===== src/rtl/cdc_handshake_tx.sv =====
// Source-domain end of a 4-phase req/ack handshake: captures one word, holds it on
// xfer_data while xfer_req is high, and synchronizes the returning ack internally.
module cdc_handshake_tx #(
  parameter int DATA_WIDTH     = 32,
  parameter int SYNC_STAGES    = 2,
  parameter int TIMEOUT_CYCLES = 1023
) (
  input  logic                  clk,
  input  logic                  rst,
  input  logic                  in_valid,
  input  logic [DATA_WIDTH-1:0] in_data,
  output logic                  in_ready,
  output logic [DATA_WIDTH-1:0] xfer_data,
  output logic                  xfer_req,
  input  logic                  xfer_ack_async,
  output logic                  done,
  output logic                  busy,
  output logic                  timeout_err,
  input  logic                  err_clr
);

  localparam int CNT_W = (TIMEOUT_CYCLES < 1) ? 1 : $clog2(TIMEOUT_CYCLES + 1);
  localparam logic [CNT_W-1:0] CNT_MAX = CNT_W'(TIMEOUT_CYCLES);
  localparam bit TIMEOUT_EN = (TIMEOUT_CYCLES != 0);

  typedef enum logic [1:0] {
    ST_IDLE,
    ST_REQ,
    ST_RELEASE
  } state_t;

  state_t                 state_q, state_d;
  logic [SYNC_STAGES-1:0] ack_sync_q, ack_sync_d;
  logic [DATA_WIDTH-1:0]  xfer_data_q, xfer_data_d;
  logic                   xfer_req_q, xfer_req_d;
  logic                   done_q, done_d;
  logic                   timeout_err_q, timeout_err_d;
  logic [CNT_W-1:0]       cnt_q, cnt_d;
  logic                   ack_s;

  assign ack_s       = ack_sync_q[SYNC_STAGES-1];
  assign in_ready    = (state_q == ST_IDLE) && !ack_s;
  assign busy        = (state_q != ST_IDLE);
  assign xfer_data   = xfer_data_q;
  assign xfer_req    = xfer_req_q;
  assign done        = done_q;
  assign timeout_err = timeout_err_q;

  always_comb begin
    ack_sync_d    = {ack_sync_q[SYNC_STAGES-2:0], xfer_ack_async};
    state_d       = state_q;
    xfer_data_d   = xfer_data_q;
    xfer_req_d    = xfer_req_q;
    done_d        = 1'b0;
    cnt_d         = cnt_q;
    timeout_err_d = timeout_err_q;
    if (err_clr) timeout_err_d = 1'b0;

    case (state_q)
      ST_IDLE: begin
        xfer_req_d = 1'b0;
        if (in_valid && in_ready) begin
          xfer_data_d = in_data;
          xfer_req_d  = 1'b1;
          state_d     = ST_REQ;
          cnt_d       = '0;
        end
      end
      ST_REQ: begin
        xfer_req_d = 1'b1;
        if (ack_s) begin
          xfer_req_d = 1'b0;
          state_d    = ST_RELEASE;
        end
      end
      ST_RELEASE: begin
        xfer_req_d = 1'b0;
        if (!ack_s) begin
          state_d = ST_IDLE;
          done_d  = 1'b1;
        end
      end
      default: begin
        xfer_req_d = 1'b0;
        state_d    = ST_IDLE;
      end
    endcase

    // Timeout only flags; the handshake itself is never aborted. Set beats err_clr.
    if (state_q != ST_IDLE) begin
      if (TIMEOUT_EN && (cnt_q == CNT_MAX)) timeout_err_d = 1'b1;
      if (state_d != state_q) cnt_d = '0;
      else if (cnt_q != CNT_MAX) cnt_d = cnt_q + 1'b1;
    end
  end

  always_ff @(posedge clk or posedge rst) begin
    if (rst) begin
      state_q       <= ST_IDLE;
      ack_sync_q    <= '0;
      xfer_data_q   <= '0;
      xfer_req_q    <= 1'b0;
      done_q        <= 1'b0;
      timeout_err_q <= 1'b0;
      cnt_q         <= '0;
    end else begin
      state_q       <= state_d;
      ack_sync_q    <= ack_sync_d;
      xfer_data_q   <= xfer_data_d;
      xfer_req_q    <= xfer_req_d;
      done_q        <= done_d;
      timeout_err_q <= timeout_err_d;
      cnt_q         <= cnt_d;
    end
  end

endmodule

===== config.mk =====
export PLATFORM = sky130hd
export DESIGN_NAME = cdc_handshake_tx
export DESIGN_NICKNAME = d
export VERILOG_FILES = /design/src/rtl/cdc_handshake_tx.sv
export SDC_FILE = /design/constraint.sdc
export NUM_CORES = 1
export LEC_CHECK = 0
export BUFFER_PORTS_ARGS = -buffer_cell sky130_fd_sc_hd__buf_2
export CAP_MARGIN = 15
export CORE_ASPECT_RATIO = 0.6
export CORE_MARGIN = 3
export CORE_UTILIZATION = 46
export DETAILED_ROUTE_END_ITERATION = 16
export PLACE_DENSITY_LB_ADDON = 0.25
export REMOVE_ABC_BUFFERS = 1
export SETUP_SLACK_MARGIN = 0.2
export SLEW_MARGIN = 20
export SYNTH_ARGS = -nofsm -noshare
export SYNTH_HDL_FRONTEND = slang
export SYNTH_SLANG_ARGS = --single-unit

===== constraint.sdc =====
create_clock -name clk -period 2.75 [get_ports clk]
set_input_delay 0.275 -clock clk [delete_from_list [all_inputs] [get_ports clk]]
set_output_delay 0.275 -clock clk [all_outputs]
set_load 0.1 [all_outputs]

==> flow_summary.ini <==
[power_and_ir_drop]
ir_drop_v = 0.000619
p_leak_nw = 1.28
p_per_area_mw_per_mm2 = 1020

[routing]
post_drt_via_cell_ratio = 5.15
wire_per_inst_microns = 14.5
vias = 1518
drt-pass1-iter-count = 4
drt_iter0_drc = 189
drt_wl_total_microns = 4280
ant_nets = 0
drc = 0

[cts]
clock_latency_ns = 0.30
clock_path_buffers = 2
cts_tree = built
cts-root-buf = clkbuf_8
htree_levels = 2
cts_hold_buf = 0
cts.sinks = 49
cts_buffers = 5
cts_setup_buffers = 0
path_clk_slew_ns = 0.08
cts_resized = 0

[sta]
whs_ns = 0.0825
fmax_ghz = 0.493
fin_crit_sh_pct = 73.8
worst_pin_slew_ns = 0.811
fin_ws_ns = 0.721
slew_viol_final = 0
max_slew_margin_pct = 45.8
min_period_ns = 2.03
tns_ns = 0
final-hold-violation-count = 0
rsz0062_at_grt = false
setup_violations = 0
finClkSkew_ns = 0.00387

[global_routing]
grt_pass1_vias = 1493
busiest_layer = met2
grt_use_total_pct = 16.5
grt_max_degree = 50
antenna_found_initial = 0
use_met1_pct = 22.4
grt_use_met3_pct = 6.85
grt_pass1_wl_microns = 6960
grt_util_met2_pct = 23.8
gr-total-overflow = 0

[placement]
dp_hpwl_microns = 3180
portBuffers = 73
dp_cells = 288
post-place-ws_ns = 0.990
place_congestion = 0.918

[flow_run]
max_cap_viol_count = 0

[worst_setup_path]
regToRegStartpoint = ack_sync_q[1]
critical_path.top_delay_family = buffers and inverters
critPathArrivalTime_ns = 1.75
cp.required_ns = 2.48
r2r.worst_path.cells = 5
ff2ff_setup_slack_ns = 0.99
cp_num_buf_inv = 2
critPathCaptureType = output port
path_class = register to output port
crit_slowest_cell = dfrtp_1
crit_chain = nor2_4, inv_1, nor2_1, buf_2
start_kind = register
worstPathMaxFanout = 10
r2r-end = cnt_q[3]
slowest_delay_ns = 0.53

[finish]
layout-drive-gt1-share_pct = 38.3
final_cells = 295
n_antenna_cell = 0
area_growth_pct = 20.7
nNetsFinal = 273
post-route-util_pct = 60.5

[die]
io_pins = 74
fp.dieH_microns = 59.2
core_area_sq_mm = 0.00432
die-area_sq_mm = 0.00560
initial_core_util_pct = 50.1
die_x_microns = 94.6
rows = 18

[yosys]
synth-seq-cells = 49
synth_edf_count = 0
synthTopCellsByArea = dfrtp_1 (57%), mux2_1 (15%), buf_12 (1.8%)
synth_top_area_cell = dfrtp_1
yosysUniqueCellTypes = 41
yosys.area.top_type_share_pct = 56.5
synth_ff_type = dfrtp_1
synthCells = 161
netlist_area_sq_mm = 0.00217
yosysSeqAreaShare_pct = 56.5
avgSynthCellArea_sq_um = 13.5
ys_async_sr_fraction_pct = 100
ys_warn_count = 0

[hold_path]
hold_depth = 1
holdPathEnd = ack_sync_q[0]
hold_path.class = input port to register
hold_path_startpoint = xfer_ack_async

[run_status]
status = complete, no violations
cells in the final DEF, fill, tap and decap left out, drive strengths merged, types with 3 or more instances in the layout:
| cell | count |
|---|---|
| a22o | 5 |
| a31oi | 3 |
| and3 | 3 |
| buf | 75 |
| clkbuf | 7 |
| dfrtp | 49 |
| inv | 3 |
| mux2 | 32 |
| nand2 | 5 |
| nand3 | 4 |
| nor2 | 11 |
| o21a | 3 |
| o21ai | 7 |
| o22ai | 3 |
cell usage after synthesis (2+ instances only):
master	number
o22ai_1	3
nand3_1	4
o21ai_0	7
mux2i_1	2
inv_1	4
a22oi_1	2
dfrtp_1	49
nand2_1	5
a31oi_1	3
buf_12	2
and3_1	3
nor2_1	9
mux2_1	29
nor2b_1	2
a22o_1	4
a41oi_1	2
and2_1	2
o21a_1	3
mux2_2	3
buf_6	2
worst max-delay path by stage:
stage                     cells after the start  endpoint  slack, ns     startpoint
after CTS                                     4  in_ready       0.71     state_q[0]
final                                         4  in_ready       0.72     state_q[0]
after detailed placement                      5  cnt_q[3]       0.99  ack_sync_q[1]
after global routing                          4  in_ready       0.62     state_q[0]
after global placement                        5  cnt_q[3]       1.03  ack_sync_q[1]
after floorplan                               3  in_ready      -0.06     state_q[0]
sequential cells by signal (all words and copies together) (netlist names):
name / cells
ack_sync_q: 2
state_q: 2
timeout_err: 1
cnt_q: 10
xfer_data: 32
xfer_req: 1
done: 1
worst register-to-register path, cell delays in order, from the launching register on:
cell and delay, ns:
dfrtp_1 0.49, nor4b_4 0.32, buf_4 0.27, nor2_1 0.15, a31o_1 0.20, a22o_1 0.22
cells by family after synthesis:
| logic type | share of synthesized area, % |
|---|---|
| AOI/OAI and AO/OA | 9.64 |
| adders and majority gates | 0.577 |
| buffers and inverters | 5.08 |
| DFF | 56.5 |
| muxes | 17.5 |
| and+or+nand+nor | 10.6 |
final cells by class:
type,count,area (sq um)
inverter,4,16.3
timing repair buffer,75,380
sequential,49,1230
multi-input combinational,100,832
tap,60,75.1
fill,385,1710
clock buffer,7,86.3
per-layer routing:
layer,up-vias,wire length [microns]
met4,0,59
met2,66,1790
met3,8,455
li1,729,-
met5,-,0
met1,715,1980
power by group:
part | switching [mW] | internal (mW)
logic | 1.10 | 0.215
registers | 0.0792 | 0.858
clock network | 0.214 | 0.200
through the flow:
stage                     cell area (sq um)  total power, mW
after floorplan                        2070             2.05
after global placement                 2530             2.26
after detailed placement               2530             2.28
after CTS                              2620             2.69
after global routing                   2620             2.79
final                                  2620             2.67
Note: power is estimated with default switching activity, not from simulation.
